--- src/rtl/adder_seq_pkg.sv ---
// Shared definitions for the nibble-serial adder sequencer.
package adder_seq_pkg;

   localparam int NIBBLE_W = 4;

   typedef enum logic [1:0] {
      ST_IDLE = 2'd0,
      ST_RUN  = 2'd1,
      ST_DONE = 2'd2
   } seq_state_t;

endpackage

--- src/rtl/adder_4bit.sv ---
// 4-bit ripple-carry adder: the single datapath shared by every nibble of a run.
module adder_4bit
   import adder_seq_pkg::*;
(
   input  logic [NIBBLE_W-1:0] a,
   input  logic [NIBBLE_W-1:0] b,
   input  logic                cin,
   output logic [NIBBLE_W-1:0] sum,
   output logic                cout
);

   logic [NIBBLE_W:0] carry_s;

   // Chain full-adder cells, carry flowing from bit 0 upwards.
   always_comb begin
      carry_s    = '0;
      sum        = '0;
      carry_s[0] = cin;
      for (int i = 0; i < NIBBLE_W; i++) begin
         sum[i]       = a[i] ^ b[i] ^ carry_s[i];
         carry_s[i+1] = (a[i] & b[i]) | (carry_s[i] & (a[i] ^ b[i]));
      end
   end

   assign cout = carry_s[NIBBLE_W];

endmodule

--- src/rtl/adder_seq_ctrl.sv ---
// Wide adder built from one shared 4-bit adder, one nibble per cycle, LSB first,
// with valid/ready handshakes towards the producer and the consumer.
module adder_seq_ctrl
   import adder_seq_pkg::*;
#(
   parameter int NIBBLES = 4
) (
   input  logic                          clk,
   input  logic                          reset,
   input  logic                          inValid,
   output logic                          outReady,
   input  logic [NIBBLE_W*NIBBLES-1:0]   inA,
   input  logic [NIBBLE_W*NIBBLES-1:0]   inB,
   input  logic                          inCarry,
   output logic                          outValid,
   input  logic                          inReady,
   output logic [NIBBLE_W*NIBBLES-1:0]   outSum,
   output logic                          outCarry,
   output logic                          outBusy
);

   localparam int WIDTH = NIBBLE_W * NIBBLES;
   localparam int IDX_W = (NIBBLES > 1) ? $clog2(NIBBLES) : 1;
   localparam logic [IDX_W-1:0] IDX_LAST = IDX_W'(NIBBLES - 1);
   localparam logic [IDX_W-1:0] IDX_ONE  = IDX_W'(1);

   seq_state_t           state_r;
   seq_state_t           state_s;
   logic [WIDTH-1:0]     op_a_r;
   logic [WIDTH-1:0]     op_b_r;
   logic [WIDTH-1:0]     sum_r;
   logic                 carry_r;
   logic [IDX_W-1:0]     idx_r;
   logic                 out_valid_r;
   logic                 out_ready_r;
   logic                 out_busy_r;

   logic [NIBBLE_W-1:0]  nib_a_s;
   logic [NIBBLE_W-1:0]  nib_b_s;
   logic [NIBBLE_W-1:0]  nib_sum_s;
   logic                 nib_cout_s;
   logic                 accept_s;
   logic                 last_s;

   // outReady is high exactly in IDLE, so accepting only needs the state and inValid.
   assign accept_s = (state_r == ST_IDLE) && inValid;
   assign last_s   = (idx_r == IDX_LAST);

   // Operand nibble currently being added.
   assign nib_a_s = op_a_r[NIBBLE_W*int'(idx_r) +: NIBBLE_W];
   assign nib_b_s = op_b_r[NIBBLE_W*int'(idx_r) +: NIBBLE_W];

   adder_4bit u_adder (
      .a    (nib_a_s),
      .b    (nib_b_s),
      .cin  (carry_r),
      .sum  (nib_sum_s),
      .cout (nib_cout_s)
   );

   // Next-state decode: accept in IDLE, step through nibbles in RUN, wait for the consumer in DONE.
   always_comb begin
      state_s = state_r;
      case (state_r)
         ST_IDLE: begin
            if (inValid) begin
               state_s = ST_RUN;
            end else begin
               state_s = ST_IDLE;
            end
         end
         ST_RUN: begin
            if (last_s) begin
               state_s = ST_DONE;
            end else begin
               state_s = ST_RUN;
            end
         end
         ST_DONE: begin
            if (inReady) begin
               state_s = ST_IDLE;
            end else begin
               state_s = ST_DONE;
            end
         end
         default: begin
            state_s = ST_IDLE;
         end
      endcase
   end

   // State, datapath registers and registered status flags; reset discards any run in flight.
   always_ff @(posedge clk) begin
      if (reset) begin
         state_r     <= ST_IDLE;
         op_a_r      <= '0;
         op_b_r      <= '0;
         sum_r       <= '0;
         carry_r     <= 1'b0;
         idx_r       <= '0;
         out_valid_r <= 1'b0;
         out_ready_r <= 1'b1;
         out_busy_r  <= 1'b0;
      end else begin
         state_r     <= state_s;
         out_valid_r <= (state_s == ST_DONE);
         out_ready_r <= (state_s == ST_IDLE);
         out_busy_r  <= (state_s != ST_IDLE);
         if (accept_s) begin
            // Result register is deliberately not cleared; each nibble is overwritten in turn.
            op_a_r  <= inA;
            op_b_r  <= inB;
            carry_r <= inCarry;
            idx_r   <= '0;
         end else if (state_r == ST_RUN) begin
            sum_r[NIBBLE_W*int'(idx_r) +: NIBBLE_W] <= nib_sum_s;
            carry_r <= nib_cout_s;
            idx_r   <= idx_r + IDX_ONE;
         end
      end
   end

   assign outValid = out_valid_r;
   assign outReady = out_ready_r;
   assign outBusy  = out_busy_r;
   assign outSum   = sum_r;
   assign outCarry = carry_r;

endmodule

--- config.mk ---
export PLATFORM = sky130hd
export DESIGN_NAME = adder_seq_ctrl
export DESIGN_NICKNAME = d
export VERILOG_FILES = /design/src/rtl/adder_seq_pkg.sv /design/src/rtl/adder_4bit.sv /design/src/rtl/adder_seq_ctrl.sv
export SDC_FILE = /design/constraint.sdc
export NUM_CORES = 1
export LEC_CHECK = 0
export BUFFER_PORTS_ARGS = -buffer_cell sky130_fd_sc_hd__buf_2
export CAP_MARGIN = 15
export CORE_ASPECT_RATIO = 0.75
export CORE_MARGIN = 2
export CORE_UTILIZATION = 53
export DETAILED_ROUTE_END_ITERATION = 10
export PLACE_DENSITY = 0.87
export REMOVE_ABC_BUFFERS = 1
export SETUP_SLACK_MARGIN = 0.02
export SLEW_MARGIN = 0
export SYNTH_ARGS = -nofsm -noshare
export SYNTH_HDL_FRONTEND = slang
export SYNTH_SLANG_ARGS = --single-unit
--- constraint.sdc ---
create_clock -name clk -period 4.01 [get_ports clk]
set_clock_uncertainty 0.1 [all_clocks]
set_input_delay 0.401 -clock clk [delete_from_list [all_inputs] [get_ports clk]]
set_output_delay 0.401 -clock clk [all_outputs]
set_load 0.03 [all_outputs]
==> results.cfg, run 1 <==
[yosys]
ys.warnings.count = 0
seq_area_frac_synth_pct = 46.00
mappedNetlistArea_um2 = 2437
synthesis.area_per_instance_um2 = 9.374
ys_seq_elements = 56
syn-instance-count = 260
post_synth_num_cell_types = 29

[drt]
routed_via_density = 5.204
route.detailed.wl_per_inst_um = 13.30
drt_pass1_iterations = 4
drt-initial-drc-count = 102
antenna_left = 0
vias = 1915
wl_um = 4894
drt_drc_violations_left = 0

[clocking]
clock_latency_ns = 0.30
cts.htree.levels = 2
cts_tree = built
clk_pin_slew_worst_paths_ns = 0.10
clock_tree.buffer_depth = 2
cts.repair.resized = 0
cts_setup_buffers = 0
total_clock_buffers_created_by_cts = 5
cts.sinks = 56
clk_root_buffer_cell = clkbuf_8
postCtsHoldBufs = 0

[power]
pwr_density_cell_nw_per_um2 = 390.7
vdd_ir_drop_max_mv = 0.2337
leak_nw = 1.170

[finish]
area.growth.synth_to_final_pct = 16.48
layout-drive-gt1-share_pct = 25.72
design.final.nets = 357
insertedDiodeCount = 0
fin_util_pct = 63.93

[run_status]
outcome = completed

[placed_design]
detailedPlace.worstSlack_ns = 1.120
post-dp-hpwl_um = 3370
io_buffer_count = 56
gp_routability_congestion = 0.7380

[global_route]
grt_overflow = 0
grt_first_pass_wirelength_um = 8328
grt_antenna_before_repair = 0
grt_pass1_vias = 1829
groute.usage.overall_pct = 20.76
maximum_number_of_pins_on_one_net_before_global_route_repair = 60

[setup_path]
timing.critical_path.to_type = register
worstRegToRegCells = 9
cp_data_arrival_time_ns = 3.04
timing_worst_setup_path_type = reg2reg
cp_max_fo = 4
regToRegSetupSlack_ns = 1.09
startpoint_type = register
regToRegStartpoint = idx_r[0]
rr_endpoint = outSum[7]
cp_data_required_time_ns = 4.13

[sta]
worst-slew-pin-transition_ns = 1.131
report.final.setup_viol = 0
worst_max_slew_margin_expressed_relative_to_the_limit_pct = 24.58
max_freq_ghz = 0.3422
layout_worst_path_cycle_share_pct = 72.86
timing.setup.tns_ns = 0
fin_worst_hold_slack_ns = 0.2249
slew_violations = 0
rsz_0062_raised_after_global_routing = no
final_critical_path_setup_slack_ns = 1.088
timing_hold_violations_final = 0
fin_crit_period_ns = 2.922

[min_path]
hold_path_depth = 3
hold_path_startpoint = inB[10]
worst_hold_path_type = in2reg
whs_endpoint = op_b_r[10]

[floorplan]
design.core.area_um2 = 4441
die_x_um = 82.31
die_h_um = 62.73
std_cell_rows = 21
pin_count = 57
die_area_um2 = 5163
initial_core_utilization_pct = 54.89

[job]
max-cap-violations = 0
## worst max path at each step
stage / from / to / cells past startpoint
floorplan: idx_r[0] / outSum[7] / 9
global placement: idx_r[0] / outSum[7] / 9
detailed placement: idx_r[0] / outSum[11] / 9
CTS: idx_r[0] / outSum[7] / 9
global route: idx_r[0] / outSum[7] / 9
finish: idx_r[0] / outSum[7] / 9
## logic make-up after synthesis
kind of cell             after synthesis  share of synthesized area [%]
buffers and inverters                 33                          6.468
multiplexers                          10                          8.213
adder cells (fa/ha/maj)               10                          6.366
XOR/XNOR                               1                         0.3594
AO/OA/AOI/OAI                         54                          13.96
AND/OR/NAND/NOR                       96                          18.63
flip-flops                            56                          46.00
## sequential cells by signal, indices dropped and copies added, names as in the netlist
name / flops
op_a_r: 16
op_b_r: 16
outSum: 16
idx_r: 2
state_r: 2
outBusy: 1
outCarry: 1
outReady: 1
outValid: 1
## metrics by stage
| stage | power (mW) | area, um^2 | instances |
|---|---|---|---|
| after floorplan | 0.7024 | 2344 | 244 |
| after global placement | 0.7540 | 2716 | 359 |
| after detailed placement | 0.7601 | 2716 | 359 |
| after CTS | 1.115 | 2824 | 367 |
| after global routing | 1.169 | 2839 | 368 |
| final | 1.109 | 2839 | 368 |
## synth_stat cells
cell type / count / area (um^2)
nand2_1: 67 / 251.5
dfxtp_1: 56 / 1121
a21oi_1: 36 / 180.2
inv_1: 17 / 63.81
o32ai_1: 16 / 140.1
nand2b_1: 11 / 68.82
buf_2: 9 / 45.04
mux4_2: 8 / 180.2
ha_1: 6 / 75.07
fa_1: 4 / 80.08
and2_1: 3 / 18.77
clkbuf_1: 3 / 11.26
buf_4: 2 / 15.01
buf_6: 2 / 22.52
mux2i_1: 2 / 20.02
nor2_1: 2 / 7.510
nor2b_1: 2 / 12.51
nor3_1: 2 / 10.01
or2_2: 2 / 12.51
a211oi_2: 1 / 12.51
and3b_1: 1 / 8.760
nand3_1: 1 / 5.000
nand3b_4: 1 / 20.02
nand4b_1: 1 / 8.760
nor3b_2: 1 / 12.51
o21bai_1: 1 / 7.510
or3b_1: 1 / 8.760
or3b_2: 1 / 8.760
xnor2_1: 1 / 8.760
## placed cells by master (no fill, tap or decap)
master and n:
o32ai_1 16, fa_1 4, clkbuf_1 1, mux2i_1 2
ha_1 6, or3b_2 1, mux4_2 8, xnor2_1 1
and2_1 3, bufinv_16 1, nand2b_1 11, dfxtp_1 56
a211oi_2 1, a21oi_1 36, nand3_1 1, or3b_1 1
o21bai_1 1, nor2_1 2, nor3_1 2, buf_2 56
clkbuf_8 5, buf_4 2, clkinv_2 1, nand3b_4 1
buf_8 1, nand4b_1 1, nand2_1 67, and3b_1 1
or2_2 2, inv_1 17, nor3b_4 1, nor2b_1 2
## power by group
part	leakage [nW]	switching, mW	internal (mW)	total (mW)
logic	0.657	0.0888	0.0633	0.152
clock network	0.0552	0.174	0.186	0.360
registers	0.458	0.0144	0.583	0.597
## layout make-up
cell class	count	area [um^2]
Multi-Input combinational cell	171	1165
Inverter	17	63.81
Fill cell	385	1602
Sequential cell	56	1121
Clock inverter	2	35.03
Tap cell	57	71.32
Timing Repair Buffer	59	310.3
Clock buffer	6	72.57
## worst max-delay path: stages (launching register included)
cell      delay [ns]
dfxtp_1         0.42
mux4_2          0.54
fa_1            0.40
inv_1           0.08
fa_1            0.18
fa_1            0.16
inv_1           0.05
fa_1            0.48
nand2b_1        0.13
o32ai_1         0.30
## metal layers
metal	part of all wire [%]	vias to the layer above	track usage (%)
met2	46	52	32.16
met3	5.3	2	4.913
met1	49	882	29.53
met4	0.16	0	4.375
met5	0	-	0
li1	-	979	-
Power figures use the tool's default switching activity.
==> run 2, diff against run 1 <==
clock period = 2.9 ns   (was 4.01 ns; I/O delays follow)
==> results.cfg, run 2 (same netlist as run 1, synthesis figures left out) <==
[run_status]
outcome = completed

[min_path]
worst_hold_path_type = in2reg
whs_endpoint = op_b_r[1]
hold_path_depth = 3
hold_path_startpoint = inB[1]

[power]
sw_frac_of_total_pct = 26.41
leak_nw = 1.166
pwr-share-clk_pct = 27.7
combPwrFrac_pct = 14.8
power.internal_mw = 1.059
vdd_ir_drop_max_mv = 0.3159
power_switching_mw = 0.3802
pwr_density_cell_nw_per_um2 = 506.8
power.share.sequential_pct = 57.4

[setup_path]
cp_data_arrival_time_ns = 2.92
cp_max_fo = 4
regToRegStartpoint = idx_r[0]
regToRegSetupSlack_ns = 0.10
cp_data_required_time_ns = 3.02
timing_worst_setup_path_type = reg2reg
timing.critical_path.to_type = register
startpoint_type = register
worstRegToRegCells = 9
rr_endpoint = outSum[7]
cp-startpoint = idx_r[0]

[floorplan]
die_area_um2 = 5163
die_x_um = 82.31
design.core.area_um2 = 4441
pin_count = 57
die_h_um = 62.73
initial_core_utilization_pct = 54.89
std_cell_rows = 21

[sta]
max_freq_ghz = 0.3573
timing.setup.tns_ns = 0
fin_crit_period_ns = 2.799
report.final.setup_viol = 0
timing_hold_violations_final = 0
worst-slew-pin-transition_ns = 1.077
layout_worst_path_cycle_share_pct = 96.51
slew_violations = 0
worst_max_slew_margin_expressed_relative_to_the_limit_pct = 28.19

[clocking]
clk_root_buffer_cell = clkbuf_8
clock_latency_ns = 0.31
cts_setup_buffers = 0
total_clock_buffers_created_by_cts = 5
cts.sinks = 56
clk_pin_slew_worst_paths_ns = 0.09
cts.htree.levels = 2
postCtsHoldBufs = 0
cts_tree = built
clock_tree.buffer_depth = 2

[finish]
mostFrequentLayoutCell = nand2_1
final_cell_mix = nand2_1 (67), buf_2 (56), dfxtp_1 (55), a21oi_1 (36), inv_1 (17)
layout-drive-gt1-share_pct = 27.65
design.final.nets = 358
area.growth.synth_to_final_pct = 16.53
fin_util_pct = 63.96
insertedDiodeCount = 0
num-fill-cells = 378

[drt]
drt_drc_violations_left = 0
route.detailed.wl_per_inst_um = 13.47
routed_via_density = 5.329
drt_pass1_iterations = 4
wl_um = 4958
vias = 1961
antenna_left = 0
drt-initial-drc-count = 87

[global_route]
groute.usage.overall_pct = 21.18
grt_antenna_before_repair = 1
grt_pass1_vias = 1962
grt_first_pass_wirelength_um = 8480
grt_overflow = 0
maximum_number_of_pins_on_one_net_before_global_route_repair = 40

[placed_design]
gp_routability_congestion = 0.7778
post-dp-hpwl_um = 3496
io_buffer_count = 56

[job]
max-cap-violations = 0
-- run 2: changes by cell type in the layout (fill, tap and decap cells not counted), moves of 2 or more --
cell,delta
buf_4,+2
o32ai_2,+2
o32ai_1,-2
fa_1,-2
fa_2,+2
-- run 2: power by group through the flow --
stage / Sequential (mW) / Clock, mW / Combinational [mW]
after floorplan: 0.857 / 0 / 0.114
after global placement: 0.843 / 0 / 0.202
after detailed placement: 0.844 / 0 / 0.209
after CTS: 0.826 / 0.405 / 0.215
after global routing: 0.831 / 0.439 / 0.242
final: 0.827 / 0.399 / 0.214
-- run 2: metrics by stage --
step | hold WS, ns | power [mW] | worst slack (ns) | instances | area [um^2]
finish | 0.1118 | 1.440 | 0.1011 | 368 | 2840
global route | 0.09643 | 1.513 | -0.001466 | 368 | 2840
CTS | 0.1090 | 1.446 | 0.03414 | 368 | 2825
detailed placement | 0.3474 | 1.054 | -0.03639 | 361 | 2731
global placement | 0.3386 | 1.045 | 0.09550 | 361 | 2731
floorplan | 0.2546 | 0.9712 | -0.2246 | 244 | 2344
-- run 2: area by class of cell --
type / count / area [um^2] / area share [%]
Multi-Input combinational cell: 171 / 1192 / 41.98
Sequential cell: 56 / 1125 / 39.60
Timing Repair Buffer: 60 / 310.3 / 10.93
Clock buffer: 6 / 72.57 / 2.555
Tap cell: 57 / 71.32 / 2.511
Inverter: 17 / 63.81 / 2.247
Clock inverter: 1 / 5.005 / 0.1762
-- run 2: how the worst max path moves through the flow --
stage | to | slack [ns] | cells after the start
floorplan | outSum[7] | -0.22 | 9
global route | outSum[7] | -0.001 | 9
detailed placement | outSum[7] | -0.04 | 9
CTS | outSum[11] | 0.03 | 9
finish | outSum[7] | 0.10 | 9
global placement | outSum[7] | 0.1 | 9
-- run 2: worst max-delay path, stage by stage (launching register included) --
cell	delay (ns)
dfxtp_4	0.38
mux4_2	0.52
fa_2	0.36
inv_1	0.09
fa_2	0.21
fa_1	0.16
inv_1	0.05
fa_1	0.55
nand2b_4	0.09
o32ai_2	0.20
-- run 2: layer usage --
layer | global-route usage [%] | vias to the layer above | share of wire (%) | routed length, um
met5 | 0 | - | 0.26 | 13
met1 | 28.73 | 916 | 47 | 2315
li1 | - | 979 | - | -
met3 | 6.936 | 7 | 6.8 | 338
met4 | 5.000 | 2 | 0.87 | 43
met2 | 32.76 | 57 | 45 | 2247
-- run 2: timing repair --
item / in CTS / in global routing
endpoints found under the setup margin: 2 / 3
gates resized for setup: 3 / 4
pin swaps: 0 / 4
==> run 3, diff against run 2 <==
ABC_AREA = 1   (was default)
==> results.cfg, run 3 <==
[run_status]
outcome = completed

[yosys]
post_synth_num_cell_types = 23
count_of_flip_flops_with_a_built_in_enable_after_synthesis = 0
mappedNetlistArea_um2 = 2489
syn-instance-count = 349
yosys-top-cells-area = dfxtp_1 (45%), nor2_1 (16%), o21ai_0 (12%), nand2_1 (5.7%), inv_1 (3.9%)
seq_area_frac_synth_pct = 45.05
synthesis.area_per_instance_um2 = 7.131
synth_area_leader_cell = dfxtp_1
synth_common_cells = nor2_1 (108), o21ai_0 (61), dfxtp_1 (56)
ys_seq_elements = 56
ys.warnings.count = 0
yosys.area.top_type_share_pct = 45.05
post-synth-top-count-cell = nor2_1
postSynth.asyncResetShare_pct = 0
synth_ff_type = dfxtp_1

[floorplan]
pin_count = 57
die_h_um = 63.35
design.core.area_um2 = 4493
die_x_um = 83.13
std_cell_rows = 21
initial_core_utilization_pct = 55.39
die_area_um2 = 5266

[clocking]
cts.repair.resized = 0
clk_root_buffer_cell = clkbuf_8
cts_tree = built
clock_latency_ns = 0.31
cts.sinks = 56
total_clock_buffers_created_by_cts = 5
cts_setup_buffers = 0
clk_pin_slew_worst_paths_ns = 0.10
clock_tree.buffer_depth = 2
postCtsHoldBufs = 0
cts.htree.levels = 2

[finish]
design_area_um2 = 2948
final_cell_mix = nor2_1 (108), o21ai_0 (60), buf_2 (56), dfxtp_1 (54), nand2_1 (37)
insertedDiodeCount = 0
fin_util_pct = 65.61
multiInputGateArea_um2 = 1191
layout-drive-gt1-share_pct = 21.87
num-fill-cells = 404
area.growth.synth_to_final_pct = 18.45
design.final.nets = 453
mostFrequentLayoutCell = nor2_1
ff_latch_area_um2 = 1126

[global_route]
grt_overflow = 0
grt_first_pass_wirelength_um = 9066
grt_antenna_before_repair = 0
grt_pass1_vias = 2104
maximum_number_of_pins_on_one_net_before_global_route_repair = 33
groute.usage.overall_pct = 20.99

[setup_path]
worstRegToRegCells = 15
cell_chain_critical_path = inv_4 -> o21ai_0 -> o22ai_1 -> fa_2 -> inv_1 -> fa_2 -> fa_2 -> inv_2 -> fa_1 -> nand2_2 -> nor2_1 -> nand2_1 -> nand2_1 -> inv_1 -> nor2_1
cp_data_arrival_time_ns = 2.90
timing_worst_setup_path_type = reg2reg
cp_max_fo = 8
cp_slowest_cell = fa_1
startpoint_type = register
regToRegSetupSlack_ns = 0.15
cp_slowest_stage_delay_ns = 0.55
cp_data_required_time_ns = 3.05
cp_common_cell = fa_2
timing.critical_path.to_type = register

[drt]
drt_drc_violations_left = 0
met3_wirelength_um = 315
antenna_left = 0
routedLengthMet1_um = 2772
drt_pass1_iterations = 4
routed_via_density = 5.067
route.detailed.wl_per_inst_um = 11.79
uppermost_layer_routed = met4
vias = 2351
wl_um = 5470
drt-initial-drc-count = 174
met2_wirelength_um = 2319

[min_path]
hold_path_depth = 3
worst_hold_path_type = in2reg

[sta]
worst-slew-pin-transition_ns = 0.5422
report.final.setup_viol = 0
layout_worst_path_cycle_share_pct = 94.83
fin_crit_period_ns = 2.750
max_freq_ghz = 0.3636
timing.setup.tns_ns = 0
worst_max_slew_margin_expressed_relative_to_the_limit_pct = 63.80
timing_hold_violations_final = 0
slew_violations = 0
final_critical_path_setup_slack_ns = 0.1498

[power]
pwr_density_cell_nw_per_um2 = 535.2
vdd_ir_drop_max_mv = 0.3215
leak_nw = 1.403
totalPowerFinal_mw = 1.578

[placed_design]
post-dp-hpwl_um = 4001
dpl-instance-area_um2 = 2831
io_buffer_count = 56
gp_routability_congestion = 0.8668
detailedPlace.worstSlack_ns = 0.04185

[job]
max-cap-violations = 0
run 3: logic make-up after synthesis:
group | count (synthesis) | synth area share [%]
simple gates | 156 | 24.48
buf+inv | 46 | 7.742
fa+ha+maj | 10 | 6.234
compound gates | 81 | 16.49
flops | 56 | 45.05
run 3: routing by layer:
layer | track usage, % | vias up
li1 | - | 1220
met1 | 27.81 | 1051
met2 | 33.57 | 71
met3 | 5.242 | 9
met4 | 7.377 | 0
met5 | 0 | -
run 3: where the power goes:
part,switching (mW),internal (mW)
logic,0.179,0.110
clock network,0.245,0.191
registers,0.0317,0.821
run 3: area by class of cell:
type / instances / share of cell area, %
inverters: 31 / 4.032
clock buffers: 6 / 2.801
flip-flops and latches: 56 / 38.20
multi-input cells: 247 / 40.41
repair buffers: 65 / 11.80
well taps: 57 / 2.419
clock inverters: 2 / 0.3396
run 3: metrics by stage:
stage | hold WS, ns | cells
after global placement | 0.3527 | 456
after CTS | 0.1232 | 464
after floorplan | 0.2591 | 334
after global routing | 0.1343 | 464
after detailed placement | 0.3534 | 456
final | 0.1244 | 464
run 3: final timing paths:
| kind | from | endpoint |
|---|---|---|
| setup / recovery | idx_r[0] | outSum[7] |
| hold / removal | inA[15] | op_a_r[15] |
| setup reg to reg | idx_r[0] | outSum[7] |
| hold reg to reg | outSum[13] | outSum[13] |
run 3: worst max-delay path: cells and delay by family (launching register included):
kind	cells	cell delay, ns
fa+ha+maj	4	1.27
flops	1	0.40
simple gates	5	0.39
compound gates	2	0.30
buf+inv	4	0.20
